$ cat src/rtl/pcseq_pkg.sv
// Shared constants and types for the F-stage PC sequencer: pc_sel codes,
// FSM state encoding and default address map.
package pcseq_pkg;

    localparam logic [2:0] PCSEL_NPC = 3'd0;
    localparam logic [2:0] PCSEL_BR  = 3'd1;
    localparam logic [2:0] PCSEL_J   = 3'd2;
    localparam logic [2:0] PCSEL_JR  = 3'd3;
    localparam logic [2:0] PCSEL_ALT = 3'd4;

    localparam logic [31:0] DEF_RESET_PC   = 32'h0000_3000;
    localparam logic [31:0] DEF_EXC_VECTOR = 32'h0000_4180;
    localparam logic [31:0] DEF_IMEM_BASE  = 32'h0000_3000;
    localparam logic [31:0] DEF_IMEM_LAST  = 32'h0000_6FFC;

    typedef enum logic [1:0] {
        ST_IDLE  = 2'd0,
        ST_FETCH = 2'd1,
        ST_PEND  = 2'd2
    } pcseq_state_t;

endpackage

$ cat src/rtl/pc_fetch_sequencer_npc_calc.sv
// Next-PC target selection for the fetch sequencer; purely combinational.
// Codes 5-7 fall back to sequential PC+4 and are not reported as redirects.
module npc_calc
    import pcseq_pkg::*;
(
    input  logic [2:0]  pc_sel_i,
    input  logic [31:0] pc_d_i,
    input  logic [15:0] imm16_i,
    input  logic [25:0] instr_index_i,
    input  logic [31:0] rs_val_i,
    input  logic [31:0] alt_target_i,
    input  logic [31:0] pc_f_i,
    output logic [31:0] next_pc_o,
    output logic        redirect_o
);

    logic [31:0] pc_d_plus4;
    logic [31:0] br_off;

    assign pc_d_plus4 = pc_d_i + 32'd4;
    assign br_off     = {{14{imm16_i[15]}}, imm16_i, 2'b00};

    always_comb begin
        next_pc_o  = pc_f_i + 32'd4;
        redirect_o = 1'b1;
        case (pc_sel_i)
            PCSEL_BR:  next_pc_o = pc_d_plus4 + br_off;
            PCSEL_J:   next_pc_o = {pc_d_plus4[31:28], instr_index_i, 2'b00};
            PCSEL_JR:  next_pc_o = rs_val_i;
            PCSEL_ALT: next_pc_o = alt_target_i;
            default:   redirect_o = 1'b0;
        endcase
    end

endmodule

$ cat src/rtl/pc_fetch_sequencer.sv
// F-stage PC owner: sequences fetches against a ready-handshaked imem, parks
// redirects that arrive mid-fetch and kills wrong-path words on exc/eret.
// Optional PCSEQ_PERF_CNT_EN adds saturating redirect/kill counters.
module pc_fetch_sequencer
    import pcseq_pkg::*;
#(
    parameter logic [31:0] RESET_PC   = DEF_RESET_PC,
    parameter logic [31:0] EXC_VECTOR = DEF_EXC_VECTOR,
    parameter logic [31:0] IMEM_BASE  = DEF_IMEM_BASE,
    parameter logic [31:0] IMEM_LAST  = DEF_IMEM_LAST
) (
    input  logic        clk,
    input  logic        reset,
    input  logic        stall,
    input  logic [2:0]  pc_sel,
    input  logic [31:0] pc_d,
    input  logic [15:0] imm16,
    input  logic [25:0] instr_index,
    input  logic [31:0] rs_val,
    input  logic [31:0] alt_target,
    input  logic        exc_req,
    input  logic        eret_req,
    input  logic [31:0] epc,
    input  logic        imem_ready,
    output logic        imem_req,
    output logic [31:0] pc_f,
    output logic        instr_valid_f,
    output logic        adel_f
`ifdef PCSEQ_PERF_CNT_EN
    ,
    output logic [31:0] perf_redirect_cnt,
    output logic [15:0] perf_kill_cnt
`endif
);

    pcseq_state_t state_q, state_d;
    logic [31:0]  fetch_pc_q, fetch_pc_d;
    logic [31:0]  pend_pc_q, pend_pc_d;
    logic         pend_kill_q, pend_kill_d;

    logic [31:0]  npc;
    logic         npc_redirect;
    logic         deliver;
    logic         redir_evt;
    logic [31:0]  redir_pc;
    logic         redir_acc;
    logic         kill_evt;

    npc_calc u_npc_calc (
        .pc_sel_i      (pc_sel),
        .pc_d_i        (pc_d),
        .imm16_i       (imm16),
        .instr_index_i (instr_index),
        .rs_val_i      (rs_val),
        .alt_target_i  (alt_target),
        .pc_f_i        (fetch_pc_q),
        .next_pc_o     (npc),
        .redirect_o    (npc_redirect)
    );

    assign pc_f   = fetch_pc_q;
    assign adel_f = (fetch_pc_q[1:0] != 2'b00) || (fetch_pc_q < IMEM_BASE) ||
                    (fetch_pc_q > IMEM_LAST);

    // A faulting address never touches memory, so it "delivers" at once.
    assign deliver   = imem_ready || adel_f;
    assign redir_evt = exc_req || eret_req;
    assign redir_pc  = exc_req ? EXC_VECTOR : epc;

    always_comb begin
        state_d       = state_q;
        fetch_pc_d    = fetch_pc_q;
        pend_pc_d     = pend_pc_q;
        pend_kill_d   = pend_kill_q;
        imem_req      = 1'b0;
        instr_valid_f = 1'b0;
        redir_acc     = 1'b0;
        kill_evt      = 1'b0;
        case (state_q)
            ST_IDLE: begin
                state_d = ST_FETCH;
            end
            ST_FETCH: begin
                imem_req = !adel_f;
                if (redir_evt) begin
                    if (deliver) begin
                        kill_evt   = 1'b1;
                        fetch_pc_d = redir_pc;
                    end else begin
                        pend_pc_d   = redir_pc;
                        pend_kill_d = 1'b1;
                        state_d     = ST_PEND;
                    end
                end else begin
                    instr_valid_f = deliver;
                    if (!stall) begin
                        redir_acc = npc_redirect;
                        if (deliver) begin
                            fetch_pc_d = npc;
                        end else if (npc_redirect) begin
                            // In-flight word is the delay slot: keep it.
                            pend_pc_d   = npc;
                            pend_kill_d = 1'b0;
                            state_d     = ST_PEND;
                        end
                    end
                end
            end
            ST_PEND: begin
                imem_req = 1'b1;
                if (imem_ready) begin
                    state_d     = ST_FETCH;
                    pend_kill_d = 1'b0;
                    if (redir_evt) begin
                        kill_evt   = 1'b1;
                        fetch_pc_d = redir_pc;
                    end else begin
                        instr_valid_f = !pend_kill_q;
                        kill_evt      = pend_kill_q;
                        fetch_pc_d    = pend_pc_q;
                    end
                end else if (redir_evt) begin
                    pend_pc_d   = redir_pc;
                    pend_kill_d = 1'b1;
                end
            end
            default: begin
                state_d = ST_IDLE;
            end
        endcase
    end

    always_ff @(posedge clk) begin
        if (reset) begin
            state_q     <= ST_IDLE;
            fetch_pc_q  <= RESET_PC;
            pend_pc_q   <= '0;
            pend_kill_q <= 1'b0;
        end else begin
            state_q     <= state_d;
            fetch_pc_q  <= fetch_pc_d;
            pend_pc_q   <= pend_pc_d;
            pend_kill_q <= pend_kill_d;
        end
    end

`ifdef PCSEQ_PERF_CNT_EN
    function automatic logic [31:0] sat_inc32(input logic [31:0] v);
        return (v == '1) ? v : v + 32'd1;
    endfunction

    function automatic logic [15:0] sat_inc16(input logic [15:0] v);
        return (v == '1) ? v : v + 16'd1;
    endfunction

    logic [31:0] redir_cnt_q;
    logic [15:0] kill_cnt_q;

    always_ff @(posedge clk) begin
        if (reset) begin
            redir_cnt_q <= '0;
            kill_cnt_q  <= '0;
        end else begin
            if (redir_acc) redir_cnt_q <= sat_inc32(redir_cnt_q);
            if (kill_evt)  kill_cnt_q  <= sat_inc16(kill_cnt_q);
        end
    end

    assign perf_redirect_cnt = redir_cnt_q;
    assign perf_kill_cnt     = kill_cnt_q;
`else
    logic unused_perf;
    assign unused_perf = ^{redir_acc, kill_evt};
`endif

endmodule

$ cat config.mk
export PLATFORM = sky130hd
export DESIGN_NAME = pc_fetch_sequencer
export DESIGN_NICKNAME = d
export VERILOG_FILES = /design/src/rtl/pcseq_pkg.sv /design/src/rtl/pc_fetch_sequencer_npc_calc.sv /design/src/rtl/pc_fetch_sequencer.sv
export SDC_FILE = /design/constraint.sdc
export NUM_CORES = 1
export LEC_CHECK = 0
export BUFFER_PORTS_ARGS = -buffer_cell sky130_fd_sc_hd__buf_4
export CAP_MARGIN = 20
export CORE_AREA = 2 2 141 102
export CTS_BUF_LIST = sky130_fd_sc_hd__clkbuf_4 sky130_fd_sc_hd__clkbuf_8 sky130_fd_sc_hd__clkbuf_16
export DETAILED_ROUTE_END_ITERATION = 8
export DIE_AREA = 0 0 143 104
export PLACE_DENSITY = 0.91
export SLEW_MARGIN = 20
export SYNTH_ARGS = -nofsm -noshare
export SYNTH_HDL_FRONTEND = slang
export SYNTH_SLANG_ARGS = --single-unit
$ cat constraint.sdc
create_clock -name clk -period 4.51 [get_ports clk]
set_input_delay 0.6765 -clock clk [delete_from_list [all_inputs] [get_ports clk]]
set_output_delay 0.6765 -clock clk [all_outputs]
set_load 0.02 [all_outputs]
==> flow_metrics.tcl <==
set metrics [dict create \
    result_of_the_run "finished clean" \
    end_kind "flip-flop" \
    post-route-min-period_ns 3.87 \
    area_growth_syn_to_layout_pct 28.2 \
    synth-simple-area-share_pct 22.5 \
    hold_path_startpoint "pend_pc_q[4]" \
    clock_tree.htree_level_count 3 \
    synth_sequential_area_ratio_pct 18.7 \
    synth-edff-count 0 \
    timing.critical_path.fanout_max 8 \
    yosysWarnings 0 \
    crit_path_cell_trace "buf_4 > nand4_1 > nor4_4 > and2_1 > nand3_1 > xnor2_1 > ha_1 > nand2_1 > o21ai_1 > nor2b_1 > and3_1 > a311o_1 > or3_1 > a31oi_1 > a211oi_1" \
    grt_most_used_layer "met2" \
    seqCellArea_um2 1340 \
    crit_path_start_kind "input pin" \
    netlist.area_leader.share_pct 18.7 \
    rsz_0062_raised_after_global_routing "false" \
    dp_hpwl_um 22100 \
    number_of_global_route_vias_before_repair 8250 \
    synthDominantAreaCellType "sky130_fd_sc_hd__dfxtp_1" \
    layout_worst_path_cycle_share_pct 85.7 \
    critPathTopFamily "simple AND/OR/NAND/NOR gates" \
    post_cts_resized 0 \
    required_worst_endpoint_ns 4.69 \
    worstReg2RegStart "pc_f[13]" \
    layout-drive-gt1-share_pct 22.3 \
    synth_flop_type "sky130_fd_sc_hd__dfxtp_1" \
    detail_route.wirelength_um 29300 \
    place_inst 1360 \
    slew_headroom_pct 28.1 \
    synth_common_cells "sky130_fd_sc_hd__a21oi_1, sky130_fd_sc_hd__o21ai_0, sky130_fd_sc_hd__nand2_1" \
    route.detailed.vias_per_inst 6.67 \
    clk_latency_ns 0.34 \
    fin_setup_tns_ns 0 \
    post-synth-top-count-cell "sky130_fd_sc_hd__a21oi_1" \
    rrSetupSlack_ns 1.54 \
    gr-usage-met2_pct 54.5 \
    synth-compound-area-share_pct 35.4 \
    number_of_cells_in_the_finished_layout_apart_from_fillers 1376 \
    fmax_mhz 259 \
    critical_path.n_buffers_inverters 1 \
    ant_nets 0 \
    pre_cts_slack_ns 0.370 \
    async_set_reset_flop_share_out_of_synthesis_pct 0 \
    hold_ws_ns 0.453 \
    cts_setup_buffers 0 \
    grt_start_max_net_pins 50 \
    critical-path-max-stage-delay_ns 0.53 \
    gr-usage-met1_pct 50.9 \
    cts_max_path_buffers 2 \
    cts-hold-fix-buffers 0 \
    design_power_total_mw 3.82 \
    hold_viol_final 0 \
    holdCritPathClass "flip-flop to flip-flop" \
    grt_usage_pct 37.6 \
    fin_nets 1400 \
    mappedNetlistNets 1222 \
    multiInputGateArea_um2 5470 \
    finalClockSkew_ns 0.00690 \
    num_antenna_cells 0 \
    yosys.area_share.adder_pct 7.07 \
    irDropWorstVdd_mv 0.372 \
    crit_slowest_cell "sky130_fd_sc_hd__nor4_4" \
    boundaryPins 214 \
    routed_wire_length_per_instance_um 21.3 \
    largest_family_of_logic_cells_by_synthesized_area "compound AO/OA/AOI/OAI gates" \
    timing_max_transition_violations_final 0 \
    cp_data_arrival_time_ns 4.05 \
    grt_antenna_before_repair 0 \
    synth.area.mux_share_pct 2.09 \
    hold_depth 2 \
    clk_pin_slew_ns 0.06 \
    core.rowCount 36 \
    chipHeight_um 104 \
    tritoncts "built" \
    tightestPinTransition_ns 1.07 \
    fillers 1212 \
    tritoncts_num_sinks 67 \
    dr.pass1.iters 7 \
    timing.final.setup_violations 0 \
    r2r_cells 7 \
    maxCapViolCount 0 \
    p_leak_nw 3.74 \
    synth.avg_cell_area_um2 7.16 \
    netlist_top_cells_area "sky130_fd_sc_hd__dfxtp_1, sky130_fd_sc_hd__ha_1, sky130_fd_sc_hd__a21oi_1" \
    timing.setup.critical_path_class "input pin to flip-flop" \
    synthesis.area_um2 7180 \
    initial_utilization_pct 53.0 \
    worstReg2RegEnd "pend_pc_q[9]" \
    pwr_density_cell_nw_per_um2 415 \
    gp_congestion 1.01 \
    yosys.cell_types.count 73 \
    first_iter_violations 1328 \
    synth_xor_xnor_area_share_pct 9.01 \
    met3_usage_pct 13.6 \
    grt_remaining_overflow 0 \
    drc_errors 0 \
    setup_slack_ns 0.644 \
    worstHoldEndpoint "pend_pc_q[4]" \
    grt_first_pass_wirelength_um 43800 \
    die_x_um 143 \
    netlist_instances 1003 \
    synth.ff_latch_count 67 \
    port_buffers 213 \
    dieArea_um2 14900 \
    clk_root_buffer_cell "sky130_fd_sc_hd__clkbuf_16" \
    vias 9174 \
    cts_inserted_buffers 9 \
    core-area_um2 13600 \
]
## worst max path at each step
stage	slack [ns]	start	endpoint	depth (start not counted)
detailed placement	0.37	pc_d[7]	pend_pc_q[31]	15
global placement	0.45	pc_d[7]	pc_f[31]	15
global route	0.36	pc_d[7]	pend_pc_q[31]	15
finish	0.64	pc_d[7]	pc_f[31]	15
CTS	0.71	pc_d[7]	pend_pc_q[31]	15
floorplan	0.80	pc_d[7]	pend_pc_q[31]	14
## cells in the final DEF, fill, tap and decap left out, drive strengths merged, types with 10 or more instances in the layout
cell type  instances
and3              10
xor2              22
a22oi             12
nand2             85
o22ai             24
a211oi            18
nor4              10
clkbuf            10
a31oi             20
xnor2             51
a22o              17
nor2              77
mux2i             15
nor3              36
a21o              22
inv               23
o21ai             94
dfxtp             67
ha                39
nand4             30
nand3             41
buf              234
a21oi             94
## per-layer routing
metal / part of all wire [%] / wire length [um]
met1: 40 / 11700
met2: 41 / 12000
met3: 15 / 4420
met4: 4.1 / 1190
met5: 0 / 0
## where the power goes
part           total [mW]  internal [mW]  leakage (nW)  switching (mW)
combinational        1.94          0.780          3.05            1.16
sequential           1.15          0.837         0.550           0.311
clock               0.725          0.442         0.137           0.284
total                3.82           2.06          3.74            1.76
## per-stage QoR
| step | utilization (%) | instance area, um^2 |
|---|---|---|
| 3_5_place_dp | 65.7 | 8910 |
| 4_1_cts | 67.9 | 9210 |
| 2_1_floorplan | - | 7180 |
| 3_3_place_gp | 65.7 | 8910 |
| 5_1_grt | 67.9 | 9210 |
| 6_report | 67.9 | 9210 |
## final cells by class
class / count / area share, %
Timing Repair Buffer: 234 / 19.1
Clock inverter: 6 / 0.706
Sequential cell: 67 / 14.6
Clock buffer: 10 / 2.59
Tap cell: 190 / 2.58
Inverter: 26 / 1.06
Multi-Input combinational cell: 843 / 59.4
## registers in the layout (all words and copies together) (netlist names)
name	flops
pend_pc_q	32
pc_f	32
pend_kill_q	1
state_q	2
## cells by family after synthesis
family,Yosys count
flip-flops,67
AO/OA/AOI/OAI,389
adder cells (fa/ha/maj),40
XOR/XNOR,73
AND/OR/NAND/NOR,326
multiplexers,15
buffers and inverters,93
## worst register-to-register path, stage by stage (launching register included)
cell                       delay (ns)
sky130_fd_sc_hd__dfxtp_1         0.51
sky130_fd_sc_hd__nand2_2         0.17
sky130_fd_sc_hd__xnor2_1         0.18
sky130_fd_sc_hd__nand4_1         0.27
sky130_fd_sc_hd__o31ai_2         0.37
sky130_fd_sc_hd__o211a_2         0.90
sky130_fd_sc_hd__mux2i_1         0.19
sky130_fd_sc_hd__a311oi_1        0.29
Note: power is estimated with default switching activity, not from simulation.
